===== src/rtl/rand_delay_timer.sv =====
// Random-delay pulse timer: draws D = MIN_DELAY + rnd_data_i, waits D+1
// COUNT cycles, then fires a 1-cycle pulse; optional auto-repeat.
//
// Ports:
//   clk_i, rst_n_i      clock (rising edge), async active-low reset
//   start_i             launch request, honoured in IDLE only
//   stop_i              abort, wins over start_i and repeat_i
//   repeat_i            relaunch after every pulse while high
//   rnd_data_i          random word from the LFSR data output
//   rnd_enable_o        LFSR advance strobe, one per draw (LOAD state)
//   busy_o              high outside IDLE
//   pulse_o             1-cycle event pulse (FIRE state)
//   delay_o             delay D of the current/last draw
//   pulse_cnt_o         saturating pulse count (RAND_DELAY_STATS_EN)
//
// Build option: define RAND_DELAY_STATS_EN to add pulse_cnt_o.
module rand_delay_timer #(
  parameter int NUM_BITS  = 4,
  parameter int MIN_DELAY = 1
) (
  input  logic                clk_i,
  input  logic                rst_n_i,
  input  logic                start_i,
  input  logic                stop_i,
  input  logic                repeat_i,
  input  logic [NUM_BITS-1:0] rnd_data_i,
  output logic                rnd_enable_o,
  output logic                busy_o,
  output logic                pulse_o,
`ifdef RAND_DELAY_STATS_EN
  output logic [NUM_BITS:0]   delay_o,
  output logic [15:0]         pulse_cnt_o
`else
  output logic [NUM_BITS:0]   delay_o
`endif
);

  typedef enum logic [1:0] {
    IDLE,
    LOAD,
    COUNT,
    FIRE
  } state_t;

  localparam int W = NUM_BITS + 1;
  localparam logic [W-1:0] MIN_W = W'(MIN_DELAY);
  localparam logic [W-1:0] ONE   = W'(1);

  state_t         state;
  state_t         state_nxt;
  logic [W-1:0]   count;
  logic [W-1:0]   count_nxt;
  logic [W-1:0]   draw;
  logic           capture;

  // One extra bit keeps MIN_DELAY + max draw from wrapping.
  assign draw    = MIN_W + {1'b0, rnd_data_i};
  assign capture = (state == LOAD) && !stop_i;

  always_ff @(posedge clk_i or negedge rst_n_i) begin
    if (!rst_n_i) begin
      state <= IDLE;
      count <= '0;
    end else begin
      state <= state_nxt;
      count <= count_nxt;
    end
  end

  always_comb begin
    state_nxt = state;
    count_nxt = count;
    unique case (state)
      IDLE: begin
        if (start_i) state_nxt = LOAD;
      end
      LOAD: begin
        state_nxt = COUNT;
        count_nxt = draw;
      end
      COUNT: begin
        if (count == '0) state_nxt = FIRE;
        else count_nxt = count - ONE;
      end
      FIRE: begin
        state_nxt = repeat_i ? LOAD : IDLE;
      end
      default: state_nxt = IDLE;
    endcase
    // Abort from any active state; IDLE with stop simply stays put.
    if (stop_i) begin
      state_nxt = IDLE;
      count_nxt = '0;
    end
  end

  // delay_o keeps the last captured draw across stop and completion.
  always_ff @(posedge clk_i or negedge rst_n_i) begin
    if (!rst_n_i) delay_o <= '0;
    else if (capture) delay_o <= draw;
  end

  assign rnd_enable_o = (state == LOAD);
  assign busy_o       = (state != IDLE);
  assign pulse_o      = (state == FIRE);

`ifdef RAND_DELAY_STATS_EN
  logic [15:0] pulse_cnt;

  always_ff @(posedge clk_i or negedge rst_n_i) begin
    if (!rst_n_i) pulse_cnt <= '0;
    else if (state == FIRE && pulse_cnt != 16'hFFFF)
      pulse_cnt <= pulse_cnt + 16'd1;
  end

  assign pulse_cnt_o = pulse_cnt;
`endif

endmodule


===== config.mk =====
export PLATFORM = sky130hd
export DESIGN_NAME = rand_delay_timer
export DESIGN_NICKNAME = d
export VERILOG_FILES = /design/src/rtl/rand_delay_timer.sv
export SDC_FILE = /design/constraint.sdc
export NUM_CORES = 1
export LEC_CHECK = 0
export ABC_AREA = 1
export CORE_MARGIN = 10
export CORE_UTILIZATION = 45
export DETAILED_ROUTE_END_ITERATION = 7
export PLACE_DENSITY = 0.72
export REMOVE_ABC_BUFFERS = 1
export SETUP_SLACK_MARGIN = 0.15
export SYNTH_ARGS = -nofsm -noshare
export SYNTH_HDL_FRONTEND = slang
export SYNTH_SLANG_ARGS = --single-unit

===== constraint.sdc =====
create_clock -name clk_i -period 1.8 [get_ports clk_i]
set_input_delay 0.27 -clock clk_i [delete_from_list [all_inputs] [get_ports clk_i]]
set_output_delay 0.27 -clock clk_i [all_outputs]
set_load 0.01 [all_outputs]

==> results.yml, run 1 <==
synthesis:
  async_reset_ff_frac: 1.000
  ys_warn_count: 0
  synth_edf_count: 0
  synth_flop_cell: "dfrtp_1"
  synth_top_area_frac: 0.3625
  avgSynthCellArea_um2: 8.539
  synth.area.top_cells: "dfrtp_1 (36%), nand2_1 (12%), ha_1 (11%)"
  ys_seq_area_frac: 0.3625
  synth-seq-cells: 12
  yosys.area.top_type: "dfrtp_1"
  ys_types: 24
  synth_common_cells: "nand2_1 (26), nand3_1 (14), dfrtp_1 (12)"
  synthesis.area_um2: 828.3
  syn_inst: 97
  yosysMostFrequentCell: "nand2_1"
power:
  ir_drop_uv: 832.4
  powerDensity_mw_per_mm2: 1521
  p_leak_nw: 0.5272
clock_tree:
  htree_levels: 1
  clk_pin_slew_worst_paths_ns: 0.08
  cts_tree: "built"
  insertion_delay_ns: 0.28
  cts_root_buffer: "clkbuf_4"
  clockBufferDepth: 2
  cts_hold_buf: 0
  cts_sinks: 12
  cts_made_buffers: 3
die:
  fp.coreArea_mm2: 0.001745
  die_w_um: 62.90
  start_util: 0.4746
  core.rowCount: 15
  die_h_um: 62.90
  die-area_mm2: 0.003956
  ios: 17
layout:
  antennaDiodeCount: 0
  layout-drive-gt1-share: 0.1983
  syn2layout_area_growth_pct: 30.21
  final_net_count: 138
  fillerInstances: 152
detailed_routing:
  via_per_inst: 5.116
  drtIter0Drc: 8
  wire_per_inst_um: 12.66
  drcViolationCount: 0
  final_antenna_net_count: 0
  dr.pass1.iters: 4
  totalWireLength_mm: 1.848
  via_count: 747
worst_setup_path:
  crit_path_cell_trace: "buf_4 > ha_1 > dlygate4sd2_1"
  rrSetupSlack_ns: 0.26
  cp_num_cells: 3
  r2r-start: "state[0]"
  crit_path_max_incr_delay_ns: 0.39
  cp-end-kind: "output pin"
  critPathArrivalTime_ns: 1.32
  crit_type: "reg2out"
  startpoint_type: "flip-flop"
  path_buf_inv: 2
  path_max_fanout: 4
  cp_slowest_cell: "dfrtp_1"
  worstPathRequired_ns: 1.53
  path_delay_family: "buffers and inverters"
  critPathLaunch: "state[0]"
  rr_endpoint: "count[1]"
  ff2ff_path_depth: 7
global_routing:
  grt_util_met3: 0.02330
  grt_pass1_wl_mm: 3.139
  met1_usage: 0.1015
  busiest_layer: "met2"
  grt_pass1_vias: 731
  track_usage: 0.09707
  grt_max_degree: 13
  antenna_found_initial: 0
  gr-usage-met2: 0.1662
  grt_overflow_total: 0
place:
  gp_congestion: 0.8352
  preCtsSetupSlack_ns: 0.2169
  dp_hpwl_mm: 1.461
  io_buffer_count: 16
run:
  cap_violations: 0
timing:
  setup-tns-final_ns: 0
  layout_min_cycle_time_ns: 1.594
  final_hold_viol_count: 0
  report.final.slew_viol_count: 0
  fin_crit_sh: 0.8857
  max_slew.worst_pin.slew_ns: 0.5272
  setup_viol: 0
  rsz0062_at_grt: "false"
  clock.fmax_mhz: 627.2
  fin_ws_ns: 0.2057
  relSlewSlack: 0.6474
  fin_skew_ns: 0.001973
worst_hold_path:
  hold_class: "in2async"
run_status:
  status: "finished, final reports clean"
routing by layer:
metal / vias to the layer above / part of all wire
li1: 372 / -
met1: 350 / 0.43
met2: 18 / 0.50
met3: 7 / 0.035
met4: 0 / 0.033
met5: - / 0
flip-flops by register name, indices dropped and copies added (netlist names):
| signal | flops |
|---|---|
| count | 5 |
| state | 2 |
| delay_o | 5 |
per-stage QoR:
stage	instance area, um^2	hold WS (ns)	util	total power, W	std cells
floorplan	817.0	-0.02559	-	0.001072	96
global placement	1023	0.4788	0.5864	0.001383	139
detailed placement	1023	0.4855	0.5864	0.001407	139
CTS	1079	0.3602	0.6179	0.001654	146
global route	1079	0.3942	0.6179	0.001772	146
finish	1079	0.3238	0.6179	0.001640	146
worst max path at each step:
stage,slack [ns],to
final,0.21,rnd_enable_o
after global routing,0.17,rnd_enable_o
after CTS,0.21,rnd_enable_o
after detailed placement,0.22,busy_o
after global placement,0.22,busy_o
after floorplan,0.33,count[1]
where the power goes:
part	total (W)	switching, W	leakage [nW]	internal [W]
Combinational	0.000949	0.000508	0.351	0.000441
Sequential	0.000463	0.0000839	0.155	0.000380
Clock	0.000227	0.000104	0.0210	0.000123
worst reg2reg max path: cells and delay by family, from the launching register on:
kind	cells	cell delay, ns
flops	1	0.39
buf+inv	2	0.32
simple gates	2	0.20
compound gates	2	0.31
fa+ha+maj	1	0.21
cells by family (layout without fill, tap and decap cells):
| kind of cell | count (synthesis) | in the layout | share of synthesized area |
|---|---|---|---|
| buffers and inverters | 11 | 35 | 0.06495 |
| adders and majority gates | 7 | 7 | 0.1057 |
| AOI/OAI and AO/OA | 14 | 14 | 0.1193 |
| xor gates and xnor gates | 2 | 2 | 0.02115 |
| muxes | 1 | 1 | 0.01812 |
| and+or+nand+nor | 50 | 50 | 0.3082 |
| DFF | 12 | 12 | 0.3625 |
final cells by class:
cell class	count	area, um^2	share of cell area
repair buffers	21	193.9	0.1798
clock buffers	4	36.28	0.03364
well taps	25	31.28	0.02900
multi-input cells	74	474.2	0.4397
flip-flops and latches	12	300.3	0.2784
inverters	10	42.54	0.03944
timing repair:
action                                  4_1_cts  5_1_grt
resized for setup                             3        0
setup buffers                                 3        0
endpoints found under the setup margin        3        0
placed cells by master, fill, tap and decap left out, types with 3 or more instances in the layout:
master,count
nand3_1,14
dfrtp_1,12
nand2_1,26
clkdlybuf4s50_1,13
o21ai_2,3
o21ai_1,4
buf_4,5
inv_1,8
dlygate4sd2_1,3
ha_1,7
o21ai_0,3
clkbuf_4,3
Note: power is estimated with default switching activity, not from simulation.
==> inputs of run 2 (changes only) <==
--- a/config.mk
+++ b/config.mk
@@ -9,7 +9,7 @@
 export CORE_MARGIN = 10
 export CORE_UTILIZATION = 45
 export DETAILED_ROUTE_END_ITERATION = 7
-export PLACE_DENSITY = 0.72
+export DONT_BUFFER_PORTS = 1
 export REMOVE_ABC_BUFFERS = 1
 export SETUP_SLACK_MARGIN = 0.15
 export SYNTH_ARGS = -nofsm -noshare
==> run 2 against run 1 <==
  * Via count decreased by 16%
  * Critical path depth grew 3
  * Maximum frequency rose by 6.3%
  * Final area fell by 18%
  * Register-to-register slack better by 0.04 ns
  * First-iteration DRC count rose by 130%
==> results.yml, run 2 (synthesis gave the netlist of run 1 again) <==
die:
  die-area_mm2: 0.003956
  ios: 17
  start_util: 0.4746
  fp.coreArea_mm2: 0.001745
  die_h_um: 62.90
  core.rowCount: 15
  die_w_um: 62.90
layout:
  reg_top3: "count: 5 flops, delay_o: 5 flops, state: 2 flops"
  postLayoutCoreUtil: 0.5090
  seq_area_um2: 300.3
  layout-drive-gt1-share: 0.1881
  final_common_cell: "nand2_1"
  fillerInstances: 170
  final_net_count: 119
  antennaDiodeCount: 0
  final_cell_mix: "nand2_1 (26), nand3_1 (14), dfrtp_1 (12)"
  final_area_um2: 888.4
  syn2layout_area_growth_pct: 7.251
  multi_input_area_um2: 474.2
run:
  cap_violations: 0
clock_tree:
  cts_root_buffer: "clkbuf_4"
  insertion_delay_ns: 0.27
  cts_sinks: 12
  cts_made_buffers: 3
  htree_levels: 1
  post_cts_buffers: 0
  clockBufferDepth: 2
  cts_tree: "built"
  clk_pin_slew_worst_paths_ns: 0.07
global_routing:
  grt_max_degree: 13
  grt_pass1_vias: 694
  antenna_found_initial: 0
  track_usage: 0.08696
  grt_overflow_total: 0
  grt_pass1_wl_mm: 2.863
worst_setup_path:
  startpoint_type: "flip-flop"
  path_max_fanout: 7
  cp_num_cells: 6
  critPathArrivalTime_ns: 1.65
  crit_path_cell_trace: "inv_1 > ha_1 > a21oi_4 > nand2_2 > nand2_4 > o21ai_2"
  crit_path_max_incr_delay_ns: 0.42
  worstPathRequired_ns: 1.95
  cp-end-kind: "flip-flop"
  path_buf_inv: 1
  cp_slowest_cell: "dfrtp_1"
  crit_type: "reg2reg"
  path_delay_family: "flip-flops"
  ff2ff_path_depth: 6
worst_hold_path:
  min_path_cells: 1
  hold_class: "in2reg"
timing:
  report.final.slew_viol_count: 0
  setup_viol: 0
  max_slew.worst_pin.slew_ns: 0.5580
  relSlewSlack: 0.6268
  setup-tns-final_ns: 0
  fin_skew_ns: 0.004642
  whs_ns: 0.08718
  rsz0062_at_grt: "false"
  layout_min_cycle_time_ns: 1.500
  final_hold_viol_count: 0
  clock.fmax_mhz: 666.7
  fin_crit_sh: 0.8333
place:
  gp_congestion: 0.8804
  postPlaceCellArea_um2: 855.8
  io_buffer_count: 0
  dp_hpwl_mm: 1.346
detailed_routing:
  drtIter0Drc: 18
  via_count: 626
  final_antenna_net_count: 0
  wire_per_inst_um: 13.10
  dr.pass1.iters: 4
  via_per_inst: 4.968
  drcViolationCount: 0
  totalWireLength_mm: 1.650
power:
  ir_drop_uv: 678.7
  p_leak_nw: 0.4323
  powerDensity_mw_per_mm2: 1547
run_status:
  status: "finished, final reports clean"
-- run 2: timing repair --
action                    in CTS  in global routing
hold buffers                   1                  0
hold endpoints to repair      12                  0
resized for setup              0                  0
-- run 2: worst paths after layout --
kind,start,to,slack (ns)
max in group asynchronous,rst_n_i,state[1],1.00
min in group asynchronous,rst_n_i,count[4],0.43
setup reg to reg,state[1],count[1],0.30
hold / removal,rnd_data_i[0],delay_o[0],0.09
setup / recovery,state[1],count[1],0.30
hold reg to reg,count[0],count[0],0.52
-- run 2: metal layers --
layer	global-route usage	part of all wire	up-vias
met5	0	0	-
met4	0.05587	0.0036	0
met3	0.03584	0.070	2
met2	0.1434	0.51	9
met1	0.08841	0.42	288
li1	-	-	327
-- run 2: layout make-up --
class	instances	share of cell area
sequential	12	0.3380
clock buffer	3	0.02535
multi-input combinational	74	0.5338
tap	25	0.03521
inverter	10	0.04789
timing repair buffer	2	0.01972
-- run 2: stage by stage --
stage	std cells	worst slack (ns)	total power (W)
after CTS	126	0.2894	0.001395
after global routing	126	0.2023	0.001516
final	126	0.3001	0.001374
after floorplan	96	0.3327	0.001072
after detailed placement	122	0.3014	0.001219
after global placement	122	0.3422	0.001210
-- run 2: worst register-to-register path, stage by stage, from the launching register on --
cell and delay [ns]:
dfrtp_1 0.42, inv_1 0.10, ha_1 0.34, a21oi_4 0.30, nand2_2 0.10, nand2_4 0.08, o21ai_2 0.05
-- run 2: where the power goes --
group | internal [W] | switching (W)
logic | 0.000284 | 0.000422
clock network | 0.0000772 | 0.0000839
registers | 0.000380 | 0.000127
total | 0.000741 | 0.000633
